$ cat src/rtl/led_display_scanner.sv
`timescale 1ns/1ps
// led_display_scanner
//   Drives a 4-digit common-anode multiplexed seven-segment display with the
//   16-bit CPU value in hex. The value is captured only at frame boundaries,
//   so a frame never shows a mix of old and new digits.
//
// Ports
//   clock         : system clock, rising edge
//   reset         : asynchronous, active-high
//   led_in[15:0]  : CPU output value
//   freeze        : 1 = hold captured value (frame loads suppressed)
//   blank_lz      : 1 = blank leading zero digits (sampled at frame boundary)
//   an[3:0]       : digit anodes, active-low, an[k] selects nibble k
//   seg[6:0]      : segments, active-low, {g,f,e,d,c,b,a}
//   dp            : decimal point, active-low (lit in slot 0 while frozen)
//   update_strobe : one-cycle pulse when a frame load changes the value
module led_display_scanner #(
  parameter int unsigned REFRESH_DIV = 100000
) (
  input  logic        clock,
  input  logic        reset,
  input  logic [15:0] led_in,
  input  logic        freeze,
  input  logic        blank_lz,
  output logic [3:0]  an,
  output logic [6:0]  seg,
  output logic        dp,
  output logic        update_strobe
);

  localparam int unsigned CW = (REFRESH_DIV > 1) ? $clog2(REFRESH_DIV) : 1;
  localparam logic [CW-1:0] DIV_LAST = CW'(REFRESH_DIV - 1);

  logic [CW-1:0] div_cnt_q, div_cnt_d;
  logic [1:0]    dig_q, dig_d;
  logic [15:0]   cap_q, cap_d;
  logic          blz_q, blz_d;
  logic          frz_q;
  logic          strobe_q, strobe_d;

  logic tick, frame_end;

  assign tick      = (div_cnt_q == DIV_LAST);
  assign frame_end = tick && (dig_q == 2'd3);

  always_comb begin
    div_cnt_d = div_cnt_q + CW'(1);
    dig_d     = dig_q;
    cap_d     = cap_q;
    blz_d     = blz_q;
    strobe_d  = 1'b0;
    if (tick) begin
      div_cnt_d = '0;
      dig_d     = dig_q + 2'd1;
    end
    // Loads use the freeze value registered on the previous edge.
    if (frame_end && !frz_q) begin
      cap_d    = led_in;
      blz_d    = blank_lz;
      strobe_d = (led_in != cap_q);
    end
  end

  always_ff @(posedge clock or posedge reset) begin
    if (reset) begin
      div_cnt_q <= '0;
      dig_q     <= '0;
      cap_q     <= '0;
      blz_q     <= 1'b0;
      frz_q     <= 1'b0;
      strobe_q  <= 1'b0;
    end else begin
      div_cnt_q <= div_cnt_d;
      dig_q     <= dig_d;
      cap_q     <= cap_d;
      blz_q     <= blz_d;
      frz_q     <= freeze;
      strobe_q  <= strobe_d;
    end
  end

  assign update_strobe = strobe_q;

  function automatic logic [6:0] hex7(input logic [3:0] n);
    logic [6:0] s;
    case (n)
      4'h0: s = 7'b1000000;
      4'h1: s = 7'b1111001;
      4'h2: s = 7'b0100100;
      4'h3: s = 7'b0110000;
      4'h4: s = 7'b0011001;
      4'h5: s = 7'b0010010;
      4'h6: s = 7'b0000010;
      4'h7: s = 7'b1111000;
      4'h8: s = 7'b0000000;
      4'h9: s = 7'b0010000;
      4'hA: s = 7'b0001000;
      4'hB: s = 7'b0000011;
      4'hC: s = 7'b1000110;
      4'hD: s = 7'b0100001;
      4'hE: s = 7'b0000110;
      default: s = 7'b0001110;
    endcase
    return s;
  endfunction

  // zk: nibbles k..3 are all zero, so slot k is a leading zero.
  logic z1, z2, z3;
  assign z3 = (cap_q[15:12] == 4'h0);
  assign z2 = z3 && (cap_q[11:8] == 4'h0);
  assign z1 = z2 && (cap_q[7:4] == 4'h0);

  logic [3:0] nib;
  logic       blank;

  always_comb begin
    nib   = cap_q[3:0];
    blank = 1'b0;
    an    = 4'b1110;
    case (dig_q)
      2'd0: begin nib = cap_q[3:0];   an = 4'b1110; end
      2'd1: begin nib = cap_q[7:4];   an = 4'b1101; blank = blz_q && z1; end
      2'd2: begin nib = cap_q[11:8];  an = 4'b1011; blank = blz_q && z2; end
      default: begin nib = cap_q[15:12]; an = 4'b0111; blank = blz_q && z3; end
    endcase
    seg = hex7(nib);
    if (blank) begin
      an  = 4'b1111;
      seg = 7'b1111111;
    end
    dp = !((dig_q == 2'd0) && frz_q);
  end

endmodule

$ cat config.mk
export PLATFORM = sky130hd
export DESIGN_NAME = led_display_scanner
export DESIGN_NICKNAME = d
export VERILOG_FILES = /design/src/rtl/led_display_scanner.sv
export SDC_FILE = /design/constraint.sdc
export NUM_CORES = 1
export LEC_CHECK = 0
export CORE_MARGIN = 2
export CORE_UTILIZATION = 29
export CTS_CLUSTER_DIAMETER = 100
export DETAILED_ROUTE_END_ITERATION = 7
export PLACE_DENSITY_LB_ADDON = 0.1
export SLEW_MARGIN = 20
export SYNTH_ARGS = -nofsm -noshare
export SYNTH_HDL_FRONTEND = slang
export SYNTH_SLANG_ARGS = --single-unit
$ cat constraint.sdc
create_clock -name clock -period 3.43 [get_ports clock]
set_input_delay 0.686 -clock clock [delete_from_list [all_inputs] [get_ports clock]]
set_output_delay 0.686 -clock clock [all_outputs]
set_load 0.01 [all_outputs]
==> metrics.csv <==
stage,metric,value,unit
pwr,power.leakage,1.23,nW
pwr,p_int,637,uW
drt,routed_wl,5.30,mm
placement,io_buffers,32,
sta,slew_headroom,0.545,
yosys,syn_inst,208,
clock_network,cts_buffer_depth,2,
run,drv_cap,0,
grt,gr-total-overflow,0,
sta,period_minus_slack,3290,ps
sta,max_freq,304,MHz
floorplan,core,7610,um2
outcome,status,completed,
sta,skew,9.04,ps
placement,place.gp.congestion,0.799,
sta,drv_slew,0,
yosys,synth_edf_count,0,
pwr,finalPower,823,uW
floorplan,chipWidth,92.1,um
sta,fin_crit_sh,0.960,
sta,setup_viol,0,
yosys,ys_warn_count,0,
setup_path,worst-endpoint-required,2740,ps
floorplan,die_area,8490,um2
floorplan,initial_utilization,0.296,
yosys,synthXorXnorAreaFrac,0.117,
clock_network,htree_levels,2,
worst_hold_path,holdPathEnd,div_cnt_q[0],
worst_hold_path,hp-class,flip-flop to flip-flop,
drt,dr.pass1.iters,4,
placement,place_area,2720,um2
worst_hold_path,hold_start,div_cnt_q[0],
yosys,ys_ff_latch,38,
yosys,ys_seq_area_frac,0.422,
pwr,p_per_area,285,nW/um2
setup_path,worst_ep_arrival_time,2610,ps
setup_path,r2r-end,update_strobe,
final_layout,area_delta_synth_final,28.3,%
sta,tightest_slew,679,ps
grt,grt_antenna_before_repair,0,
setup_path,start_kind,flip-flop,
final_layout,nets,284,
final_layout,drive_gt1_frac,0.198,
grt,grt_pass1_vias,1828,
yosys,synth.avg_cell_area,10.8,um2
placement,pre_cts_slack,28.8,ps
setup_path,rr_startpoint,div_cnt_q[0],
clock_network,numCtsBuffers,5,
sta,report.final.hold_viol_count,0,
yosys,synthMuxAreaShare,0.103,
clock_network,cts_root_buf,clkbuf_8,
setup_path,reg2reg_slack,1030,ps
sta,fin_ws,138,ps
yosys,syn_area,2250,um2
setup_path,critical_path_class,flip-flop to primary output,
clock_network,cts_hold_buffers,0,
pwr,ir_drop,140,uV
setup_path,worst_r2r_path_depth,5,
yosys,async_flop_share,1.00,
drt,drtAntennaViolNets,0,
final_layout,stdcell_area,2890,um2
setup_path,crit_fanout,6,
floorplan,fp.dieH,92.1,um
final_layout,antennaDiodeCount,0,
yosys,synth-adder-area-share,0.0667,
yosys,synth_top_family_by_area,simple AND/OR/NAND/NOR gates,
final_layout,final_common_cell,dfrtp_1,
pwr,p_switching,185,uW
final_layout,final_cell_mix,"dfrtp_1 (38), clkdlybuf4s50_1 (27), xnor2_1 (23)",
pwr,p_seq_frac,0.546,
drt,drtIter0Drc,78,
drt,route.vias.total,1747,
worst_hold_path,hold_depth,1,
yosys,ys_types,39,
yosys,synth_ff_type,dfrtp_1,
pwr,combPwrFrac,0.058,
placement,hpwl,3.83,mm
pwr,clock_power_share,0.396,
clock_network,cts.clk_slew.worst_paths,70,ps
drt,via_per_inst,4.92,
yosys,synth-compound-area-share,0.109,
setup_path,cp-end-kind,primary output,
grt,grt_max_degree,39,
clock_network,clock-sinks,38,
clock_network,cts_tree,done,
floorplan,std_cell_rows,32,
pwr,switching_share,0.225,
floorplan,io_pins,33,
yosys,synth_nets,240,
grt,grt_usage,0.132,
drt,drc,0,
yosys,synth_simple_gate_area_frac,0.157,
sta,rsz0062_at_grt,yes,
clock_network,clock_latency,290,ps
drt,wl_per_cell,14.9,um
grt,grt_first_pass_wirelength,9.07,mm
[cell families (layout without fill, tap and decap cells)]
family | count (synthesis) | in the layout
simple gates | 59 | 59
flops | 38 | 38
compound gates | 35 | 35
xor+xnor | 30 | 30
mux | 21 | 21
buf+inv | 13 | 58
fa+ha+maj | 12 | 12
[synth_stat cells, types with 5 or more instances]
cell,instances,area share
ha_1,12,0.067
xnor2_1,23,0.089
mux2_2,18,0.090
nor2_1,8,0.013
dfrtp_1,38,0.42
inv_1,8,0.013
and4_1,5,0.019
xor2_1,7,0.027
nand2_1,10,0.017
a21oi_1,9,0.020
nand3_1,11,0.024
nand4_1,8,0.022
[critical path, cell delays in order (launching register included)]
cell and delay, ps:
dfrtp_1 380, inv_1 110, ha_2 240, a22oi_1 240, o2bb2ai_2 150, buf_4 160
ha_2 220, mux2i_1 80, o221ai_1 180, clkdlybuf4s50_1 560
[power by group through the flow]
stage	Combinational [mW]	Sequential, mW	Clock [mW]
final	0.0478	0.449	0.326
after global routing	0.0530	0.449	0.362
after CTS	0.0496	0.449	0.345
after detailed placement	0.0492	0.458	0
after global placement	0.0493	0.458	0
after floorplan	0.0164	0.458	0
[area by class of cell]
| class | count | area, um2 |
|---|---|---|
| fill | 786 | 4720 |
| multi-input combinational | 157 | 1290 |
| sequential | 38 | 951 |
| timing repair buffer | 41 | 389 |
| tap | 102 | 128 |
| clock buffer | 6 | 82.6 |
| inverter | 9 | 33.8 |
| clock inverter | 2 | 12.5 |
[worst max-delay path by stage]
stage                   from  endpoint  slack, ps  depth (start not counted)
floorplan           dig_q[1]    seg[0]        710                          8
global placement    dig_q[0]    seg[3]        100                         10
detailed placement  dig_q[0]    seg[3]         30                         10
CTS                 dig_q[0]    seg[5]         30                          9
global route        dig_q[1]    seg[0]        -60                          9
finish              dig_q[0]    seg[5]        140                          9
[per-stage QoR]
step                      cells  hold WS [ps]  setup TNS (ps)  utilization
after floorplan             208           448               0            -
after global placement      343           480               0        0.357
after detailed placement    343           478               0        0.357
after CTS                   355           485               0        0.374
after global routing        355           517            -117        0.380
final                       355           490               0        0.380
[flip-flops by register name, indices dropped and copies added, names as in the netlist]
register	count
cap_q	16
div_cnt_q	17
update_strobe	1
frz_q	1
blz_q	1
dig_q	2
[timing repair]
item                       in CTS  in global routing
buffers inserted                4                  0
gates resized for setup         6                 13
setup endpoints to repair       7                  6
pin swaps                       3                  1
[layer usage]
metal / vias to the layer above / routed length, um / GRT usage
met2: 27 / 2680 / 0.229
li1: 850 / - / -
met3: 5 / 169 / 0.0255
met1: 865 / 2420 / 0.170
met5: - / 0 / 0
met4: 0 / 37 / 0.0336
(Power assumes the default switching activity.)
==> RTL change, RTL diff (same settings) <==
Set the parameter `REFRESH_DIV` to 50000 (it was 100000).
--- a/src/rtl/led_display_scanner.sv
+++ b/src/rtl/led_display_scanner.sv
@@ -16,5 +16,5 @@
 //   update_strobe : one-cycle pulse when a frame load changes the value
 module led_display_scanner #(
-  parameter int unsigned REFRESH_DIV = 100000
+  parameter int unsigned REFRESH_DIV = 50000
 ) (
   input  logic        clock,
Check against the original RTL: no difference found for any inputs over 10 cycles, from zero or initial values and one cycle with reset high; that may be too few to reach the edited logic, so the function may still have changed.
==> RTL change against the unedited design <==
- routed wire length decreased by 0.72%
- combinational power decreased by 3%
- total power increased by 15%
- core utilization increased by 0.16 points
- maximum frequency increased by 0.85%
- worst setup slack improved by 0.028 ns
- sequential power decreased by 3%
- final area increased by 0.95%
- global-route usage decreased by 0.35 points
- sequential cell count decreased by 1
- area after synthesis increased by 0.67%
- critical path type unchanged
==> RTL change: results (changes against the unedited design) <==
metric,value,unit,change
instance area after placement,2743,um^2,+1.0%
IR Drop Worst-Case VDD,0.2544,mV,+82%
proportion of total power due to net switching,20.09,%,-2.4 points
Hold Path Sink,div_cnt_q[15],,
Total Routing Usage GR,12.90,%,-0.35 points
HPWL after detailed placement,3.942,mm,+2.9%
Reg2Reg Setup Slack,1.33,ns,+0.30 ns
startpoint of the most critical hold path,div_cnt_q[15],,
WP data arrival,2.58,ns,-0.03 ns
kind of cell adding the most delay to the critical path,compound AO/OA/AOI/OAI gates,,
First DRT Iteration DRCs,109,,+40%
largest incremental delay on the critical path,0.40,ns,-0.16 ns
standby leakage power,1.309,nW,+6.3%
root cell of the clock tree,sky130_fd_sc_hd__clkbuf_8,,
worst clock skew,0.009996,ns,+0.0009573 ns
total nets after synthesis,236,,-1.7%
largest net degree at the start of global routing,38,,-2.6%
drt total wl,5.265,mm,-0.72%
largest registers,"cap_q (16), div_cnt_q (16), dig_q (2)",,
destination of the critical timing path,seg[0],,
slowest library cell on the worst path,sky130_fd_sc_hd__a222oi_1,,
cell count of the worst reg-to-reg path,6,,+1
via count of the first global-routing pass,1724,,-5.7%
Total Nets Final,283,,-0.35%
gp weighted congestion,0.8309,,+4.0%
share of final-layout standard cells stronger than drive strength 1,21.03,%,+1.3 points
final-layout fill cell count,758,,-3.6%
synthesis-to-layout area growth,28.70,%,
outcome,"complete, no violations",,
Pre-Repair DR Iteration Count,6,,+2
cell depth of the worst min-delay path,1,,unchanged
r2r endpoint,cap_q[15],,
hold slack,0.4721,ns,-0.01766 ns
proportion of synthesized chip area in sequential cells,40.84,%,-1.4 points
most common library cells after synthesis,"37 x sky130_fd_sc_hd__dfrtp_1, 16 x sky130_fd_sc_hd__xnor2_1, 14 x sky130_fd_sc_hd__nand2_1, 12 x sky130_fd_sc_hd__ha_1, 12 x sky130_fd_sc_hd__xor2_1",,
number of library cell types mapped by synthesis,44,,+13%
first-pass GRT wire length,8.687,mm,-4.2%
top area cells in the synthesized netlist,"sky130_fd_sc_hd__dfrtp_1 41%, sky130_fd_sc_hd__ha_1 6.6%, sky130_fd_sc_hd__xnor2_1 6.2%",,
-- RTL change: routing by layer --
metal	global-route usage [%]	up-vias	part of all wire, %
li1	-	837	-
met1	16.56	809	47
met2	21.29	44	48
met3	3.173	6	3.9
met4	4.229	0	1.4
met5	0	-	0
-- RTL change: power by group through the flow --
stage	Clock, mW	Sequential [mW]	Combinational [mW]
floorplan	0	0.445	0.0151
global placement	0	0.446	0.0483
detailed placement	0	0.446	0.0479
CTS	0.477	0.437	0.0482
global route	0.498	0.437	0.0517
finish	0.463	0.437	0.0465
-- RTL change: stage by stage --
step / setup slack, ns / cells
2_1_floorplan: 0.7066 / 204
3_3_place_gp: 0.1458 / 343
3_5_place_dp: 0.08337 / 343
4_1_cts: 0.04576 / 352
5_1_grt: 0.005768 / 354
6_report: 0.1658 / 354
-- RTL change: layout make-up --
type | instances | share of cell area [%]
Sequential cell | 37 | 31.73
Multi-Input combinational cell | 153 | 44.00
Tap cell | 102 | 4.374
Clock buffer | 5 | 2.358
Clock inverter | 3 | 2.358
Timing Repair Buffer | 44 | 13.89
Inverter | 10 | 1.286
-- RTL change: logic make-up (layout without fill, tap and decap cells) --
group / after synthesis / count (layout) / synth area share, %
and+or+nand+nor: 57 / 57 / 14.96
buffers and inverters: 14 / 62 / 3.421
AOI/OAI and AO/OA: 33 / 33 / 10.71
DFF: 37 / 37 / 40.84
adders and majority gates: 12 / 12 / 6.622
muxes: 23 / 23 / 12.64
xor gates and xnor gates: 28 / 28 / 10.82
-- RTL change: repair_timing --
item,CTS,global route
endpoints found under the hold margin,0,0
gates resized for setup,9,6
endpoints found under the setup margin,7,5
setup buffers,1,2
pin swaps,2,1
